`config.mk`:
```
export PLATFORM = sky130hd
export DESIGN_NAME = slot_encoder
export DESIGN_NICKNAME = d
export VERILOG_FILES = /design/src/rtl/slot_pkg.sv /design/src/rtl/slot_rr_pick.sv /design/src/rtl/slot_encoder.sv
export SDC_FILE = /design/constraint.sdc
export NUM_CORES = 1
export LEC_CHECK = 0
export CAP_MARGIN = 5
export CORE_ASPECT_RATIO = 0.8
export CORE_UTILIZATION = 44
export DETAILED_ROUTE_END_ITERATION = 10
export GPL_ROUTABILITY_DRIVEN = 0
export HOLD_SLACK_MARGIN = 0.05
export MAX_ROUTING_LAYER = met4
export PLACE_DENSITY = 0.73
export SLEW_MARGIN = 20
export SYNTH_ARGS = -nofsm -noshare
export SYNTH_HDL_FRONTEND = slang
export SYNTH_SLANG_ARGS = --single-unit
```
`constraint.sdc`:
```
create_clock -name clk -period 4.7 [get_ports clk]
set_input_delay 0.705 -clock clk [delete_from_list [all_inputs] [get_ports clk]]
set_output_delay 0.705 -clock clk [all_outputs]
set_load 0.02 [all_outputs]
```
`src/rtl/slot_pkg.sv`:
```
// Shared slot definitions for the slot encoder and the 4-to-9 slot decoder.
package slot_pkg;

  localparam int NSLOTS_DEF = 9;
  localparam int IDXW_DEF   = 4;

  typedef logic [IDXW_DEF-1:0]   slot_idx_t;
  typedef logic [NSLOTS_DEF-1:0] slot_vec_t;

  // All-ones index marks "no slot"; never a legal slot because NSLOTS <= 2**IDXW - 1.
  localparam slot_idx_t SLOT_NONE = {IDXW_DEF{1'b1}};

endpackage

```
`src/rtl/slot_rr_pick.sv`:
```
// Combinational slot picker: classifies a slot vector and chooses one set bit,
// either round-robin after last_slot or lowest index first.
module slot_rr_pick
  import slot_pkg::*;
#(
  parameter int NSLOTS = NSLOTS_DEF,
  parameter int IDXW   = IDXW_DEF,
  parameter bit RR_EN  = 1'b1
) (
  input  logic [NSLOTS-1:0] slot_vec,
  input  logic [IDXW-1:0]   last_slot,
  output logic [IDXW-1:0]   pick_idx,
  output logic              is_zero,
  output logic              is_multi
);

  logic [IDXW-1:0] low_idx;
  logic [IDXW-1:0] above_idx;
  logic            above_found;

  assign is_zero  = (slot_vec == '0);
  assign is_multi = |(slot_vec & (slot_vec - NSLOTS'(1)));

  always_comb begin
    low_idx = '0;
    for (int j = NSLOTS - 1; j >= 0; j--) begin
      if (slot_vec[j]) begin
        low_idx = IDXW'(j);
      end
    end
  end

  // Lowest set bit strictly above last_slot; if none exists the search wraps,
  // which is the same as taking the overall lowest set bit.
  always_comb begin
    above_idx   = '0;
    above_found = 1'b0;
    for (int j = NSLOTS - 1; j >= 0; j--) begin
      if (slot_vec[j] && (IDXW'(j) > last_slot)) begin
        above_idx   = IDXW'(j);
        above_found = 1'b1;
      end
    end
  end

  always_comb begin
    pick_idx = low_idx;
    if (RR_EN && above_found) begin
      pick_idx = above_idx;
    end
  end

endmodule

```
`src/rtl/slot_encoder.sv`:
```
// Registered one-hot-to-index slot encoder with a single valid/ready output stage,
// zero-hot / multi-hot detection and a saturating error counter.
module slot_encoder
  import slot_pkg::*;
#(
  parameter int NSLOTS = NSLOTS_DEF,
  parameter int IDXW   = IDXW_DEF,
  parameter bit RR_EN  = 1'b1,
  parameter int ERRW   = 8
) (
  input  logic              clk,
  input  logic              rst_n,
  input  logic              in_valid,
  output logic              in_ready,
  input  logic [NSLOTS-1:0] one_hot_in,
  output logic              out_valid,
  input  logic              out_ready,
  output logic [IDXW-1:0]   current_slot,
  output logic              err_zero,
  output logic              err_multi,
  output logic [ERRW-1:0]   err_count
);

  localparam logic [0:0] ST_EMPTY = 1'b0;
  localparam logic [0:0] ST_FULL  = 1'b1;

  logic [0:0]      state;
  logic            accept;
  logic [IDXW-1:0] last_slot;
  logic [IDXW-1:0] pick_idx;
  logic            pick_zero;
  logic            pick_multi;

  assign out_valid = (state == ST_FULL);
  assign in_ready  = !out_valid || out_ready;
  assign accept    = in_valid && in_ready;

  slot_rr_pick #(
    .NSLOTS (NSLOTS),
    .IDXW   (IDXW),
    .RR_EN  (RR_EN)
  ) u_pick (
    .slot_vec  (one_hot_in),
    .last_slot (last_slot),
    .pick_idx  (pick_idx),
    .is_zero   (pick_zero),
    .is_multi  (pick_multi)
  );

  always_ff @(posedge clk or negedge rst_n) begin
    if (!rst_n) begin
      state <= ST_EMPTY;
    end else begin
      case (state)
        ST_EMPTY: if (accept) state <= ST_FULL;
        ST_FULL:  if (out_ready && !accept) state <= ST_EMPTY;
        default:  state <= ST_EMPTY;
      endcase
    end
  end

  // Output register only loads on accept, so it holds stable under backpressure.
  always_ff @(posedge clk or negedge rst_n) begin
    if (!rst_n) begin
      current_slot <= '0;
      err_zero     <= 1'b0;
      err_multi    <= 1'b0;
      last_slot    <= IDXW'(NSLOTS - 1);
    end else if (accept) begin
      current_slot <= pick_zero ? {IDXW{1'b1}} : pick_idx;
      err_zero     <= pick_zero;
      err_multi    <= pick_multi;
      if (!pick_zero) begin
        last_slot <= pick_idx;
      end
    end
  end

  always_ff @(posedge clk or negedge rst_n) begin
    if (!rst_n) begin
      err_count <= '0;
    end else if (accept && (pick_zero || pick_multi) && (err_count != {ERRW{1'b1}})) begin
      err_count <= err_count + ERRW'(1);
    end
  end

endmodule
```
==> Word-level counts from Yosys, hierarchy flattened <==
Cells that the tools add are included.
{ "word_totals": {"word_cells": 73, "in_bits": 13, "out_inout_bits": 16, "ff_bits": 19} }
{ "classes": {"n_addsub": 2, "bitwise_logic": 3, "n_mux": 32, "n_eq_ne": 1, "order_cmp": 9, "reduce_logical": 20} }
{ "op_table": {"columns": ["operator", "n"], "rows": [
  ["4-bit 2-to-1 mux", 20],
  ["3-bit by 4-bit greater-than comparator with 1-bit output (first input constant)", 4],
  ["1-bit logical AND", 13],
  ["1-bit 2-to-1 mux", 11],
  ["9-bit AND", 1],
  ["9-bit zero test", 1],
  ["9-bit OR reduction", 1],
  ["9-bit by 1-bit subtractor with 9-bit output (second input constant)", 1],
  ["8-bit by 1-bit adder with 8-bit output (second input constant)", 1],
  ["1-bit by 4-bit greater-than comparator with 1-bit output (first input constant)", 2],
  ["2-bit by 4-bit greater-than comparator with 1-bit output (first input constant)", 2],
  ["8-bit inequality test (second input constant)", 1],
  ["4-bit greater-than comparator (first input constant)", 1],
  ["1-bit zero test", 2],
  ["1-bit logical OR", 2],
  ["1-bit NOT", 2],
  ["1-bit case mux with 2 select lines", 1],
  ["2-bit AND reduction", 1]
]} }

==> Logic depth before layout (Yosys ltp) <==
{ "logic_depth": {"depth_word": 13, "depth_mapped": 7, "depth_no_buf": 6} }

==> Cells and area by module <==
A second synthesis with hierarchy kept.
{ "hier_totals": {"hier_cells": 131, "area_unflattened_um2": 1242.4} }
{ "modules_own_cells": {"columns": ["mod", "seq_area_each_um2", "area_per_inst_um2", "cells_per_inst", "n_inst"], "rows": [
  ["slot_encoder", 476.7, 859.6, 76, 1],
  ["slot_rr_pick", 0.0, 382.9, 55, 1]
]} }

==> Worst setup path before layout <==
No wires, ideal clock.
{ "synth_timing": {"path_type": "in2reg", "from": "in one_hot_in[1]", "to": "reg err_count[4]", "t_required_ns": 4.568, "setup_slack_ns": 2.363, "setup_ns": 0.132, "arrival_time_ns": 2.205, "path_stages": 6, "path_buffers": 0, "cell_sequence": "or4_4 a2111oi_4 o32a_2 a21oi_4 and4_4 xor2_1"} }
{ "synth_via": {"elab_chain_cells": 6, "word_cells_on_any_way": 7, "cone_classes": "1 x add/sub; 1 x bitwise; 5 x reduce/logical"} }
{ "synth_rtl": {"columns": ["item", "line", "source"], "rows": [
  ["start: declaration", "slot_encoder.sv:15", "input logic [NSLOTS-1:0] one_hot_in,"],
  ["9-bit by 1-bit subtractor with 9-bit output", "slot_rr_pick.sv:22", "assign is_multi = |(slot_vec & (slot_vec - NSLOTS'(1)));"],
  ["9-bit AND", "slot_rr_pick.sv:22", null],
  ["9-bit OR reduction", "slot_rr_pick.sv:22", null],
  ["1-bit logical OR *", "slot_encoder.sv:82", "end else if (accept && (pick_zero || pick_multi) && (err_count != {ERRW{1'b1}})) begin"],
  ["1-bit logical AND * (2 in a row)", "slot_encoder.sv:82", null],
  ["end signal: assignment", "slot_encoder.sv:83", "err_count <= err_count + ERRW'(1);"],
  ["end: declaration", "slot_encoder.sv:21", "output logic [ERRW-1:0] err_count"]
]} }
Mark *: on every way between the ends. The rest lies on a longest branch, timed or not.
A chain may end at the register's enable or synchronous reset.

==> Worst setup path after layout <==
Same ends and word-level chain as after synthesis.

==> results.tsv <==
metric	value	unit
outcome	completed	
path_depth	7	
vias	1062	
worstSetupStartpointType	input pin	
synthesis.nets	141	
dpl.hpwl	2080	um
gr-total-overflow	0	
cts_tree	yes	
finalCritPeriodShare	58.1	%
num_io_pins	29	
insertion_delay	0.30	ns
max-slew-margin-rel	45.4	%
grt_setup_unrepaired	no	
final_antenna_net_count	0	
syn_area_per_cell	9.25	sq um
rows	16	
crit_path_end_kind	register	
synth-seq-area-share	40.6	%
path_delay_family	simple AND/OR/NAND/NOR gates	
ir_worst_vdd	265	uV
die_h	48.2	um
wl_per_cell	14.4	um
clk_pin_slew	0.11	ns
max_freq	366	MHz
cts_setup_buffers	0	
fp.coreArea	0.00248	sq mm
ctsResizeCount	0	
cts_num_sinks	19	
critPathSlowestCell	or4_4	
fin_total_pwr	0.000727	W
r2r_start	last_slot[1]	
start_util	47.3	%
grt_max_degree	20	
routed_wl	2770	um
tightest_slew	0.816	ns
grt_pass1_wl	4430	um
yosysWarnings	0	
grt_usage	22.0	%
cts_buffers	3	
drtIter0Drc	36	
route.detailed.drc	0	
route.detailed.vias_per_inst	5.53	
fin_skew	0.00108	ns
wl_met1	1310	um
crit_type	input pin to register	
worstSetupStartpoint	one_hot_in[1]	
hold_viol	0	
finalSetupViolCount	0	
antenna_found_initial	0	
dr_wl_met3	165	um
clk_path_buf_depth	2	
fin_setup_tns	0	ns
ys.flop_type	dfrtp_1	
fin_nets	171	
diodes	0	
r2r_cells	6	
cts_root_buffer	clkbuf_4	
dieArea	0.00288	sq mm
p_per_area	480	mW/mm^2
slew_violations	0	
hold_path.class	register to register	
ys_seq_elements	19	
met2_length	1250	um
synth_edf_count	0	
cp.required	4.90	ns
drt_pass1_iterations	4	
cap_violations	0	
synth-async-reset-ratio	100	%
worstPathMaxFanout	8	
port_buffers	28	
highest_layer	met4	
cts_max_level	1	
crit_path_cell_trace	clkdlybuf4s50_1, or4_4, a2111oi_0, o32a_2, a21oi_4, and4_4, xor2_1	
crit_end	err_count[4]	
post-route-min-period	2.73	ns
synth_cells	127	
die_x	59.8	um
crit_buf_inv	1	
synth_area	0.00117	sq mm
cpPeakStageDelay	0.62	ns
syn2layout_area_growth	29.0	%
synth_cell_type_count	47	
rr_endpoint	current_slot[1]	
r2r_slack	2.63	ns
drive_gt1_share	8.33	%
critPathArrivalTime	2.93	ns
p_leak	0.616	nW
grt_pass1_vias	1006	
ctsHoldBuffers	0	
[registers in the layout, indices dropped and copies added, names as in the netlist]
register	flops
current_slot	4
err_count	8
err_multi	1
err_zero	1
last_slot	4
out_valid	1
[logic make-up after synthesis]
family | share of synthesized area [%]
AO/OA/AOI/OAI | 21.4
XOR/XNOR | 5.96
adder cells (fa/ha/maj) | 1.92
buffers and inverters | 2.66
flip-flops | 40.6
multiplexers | 1.28
AND/OR/NAND/NOR | 26.2
[stage by stage]
stage | instances | util [%] | setup WS (ns) | hold WS, ns | area (sq um)
5_1_grt | 192 | 61.0 | 1.90 | 0.516 | 1520
2_1_floorplan | 127 | - | 2.36 | 0.409 | 1170
3_5_place_dp | 188 | 59.9 | 1.67 | 0.478 | 1490
6_report | 192 | 61.0 | 1.97 | 0.492 | 1520
4_1_cts | 192 | 61.0 | 1.99 | 0.498 | 1520
3_3_place_gp | 188 | 59.9 | 1.80 | 0.467 | 1490
[area by class of cell]
class                      instances  area, sq um
tap                               36         45.0
multi-input combinational        100          667
inverter                           5         18.8
sequential                        19          477
clock inverter                     1         5.00
fill                             232          967
clock buffer                       3         22.5
timing repair buffer              28          280
[how the worst min path moves through the flow]
| stage | start | endpoint | slack, ns | cells past startpoint |
|---|---|---|---|---|
| after global placement | current_slot[3] | current_slot[3] | 0.47 | 2 |
| after global routing | err_count[5] | err_count[5] | 0.52 | 1 |
| final | current_slot[3] | current_slot[3] | 0.49 | 2 |
| after detailed placement | current_slot[3] | current_slot[3] | 0.48 | 2 |
| after floorplan | rst_n | current_slot[0] | 0.41 | 0 |
| after CTS | err_count[5] | err_count[5] | 0.50 | 1 |
[routing by layer]
| layer | up-vias | track usage, % |
|---|---|---|
| met4 | 0 | 6.98 |
| met3 | 5 | 5.84 |
| met1 | 499 | 27.9 |
| met2 | 41 | 34.9 |
| met5 | - | - |
| li1 | 517 | - |
[cells in the final DEF, fill, tap and decap left out, drive strengths merged, types with 2 or more instances in the layout]
cell           synthesis  routed
a2111oi                2       2
a21o                   2       2
a21oi                  5       5
and3                   2       2
clkbuf                 2       3
clkdlybuf4s50          0      28
dfrtp                 18      18
inv                    5       5
nand2                 14      14
nand2b                 5       5
nand3                  6       6
nand4                  2       2
nor2                  15      15
nor2b                  2       2
nor3                   3       3
nor4                   2       2
o21a                   4       4
o21ai                  5       5
o21bai                 2       2
or4                    2       2
xnor2                  4       4
xor2                   4       4
[cells in the mapped netlist, types with 3 or more instances]
master	number	area, sq um
nand2_1	14	52.6
nor3_1	3	15.0
xor2_1	4	35.0
nand3_1	6	30.0
nand2b_1	5	31.3
inv_1	5	18.8
dfrtp_1	18	450
o21ai_1	3	15.0
a21oi_1	4	20.0
o21a_1	4	30.0
nor2_1	15	56.3
xnor2_1	4	35.0
[worst min-delay path: stages, from the launching register on]
cell     delay, ns
dfrtp_1       0.37
nand2_1       0.05
nand2_1       0.05
[report_power, final]
group / total (W) / switching (W) / internal (W)
Combinational: 0.000350 / 0.000176 / 0.000174
Clock: 0.0000836 / 0.0000518 / 0.0000318
Sequential: 0.000293 / 0.0000721 / 0.000221
Total: 0.000727 / 0.000300 / 0.000427
No activity file was read; power rests on OpenSTA's default activity.
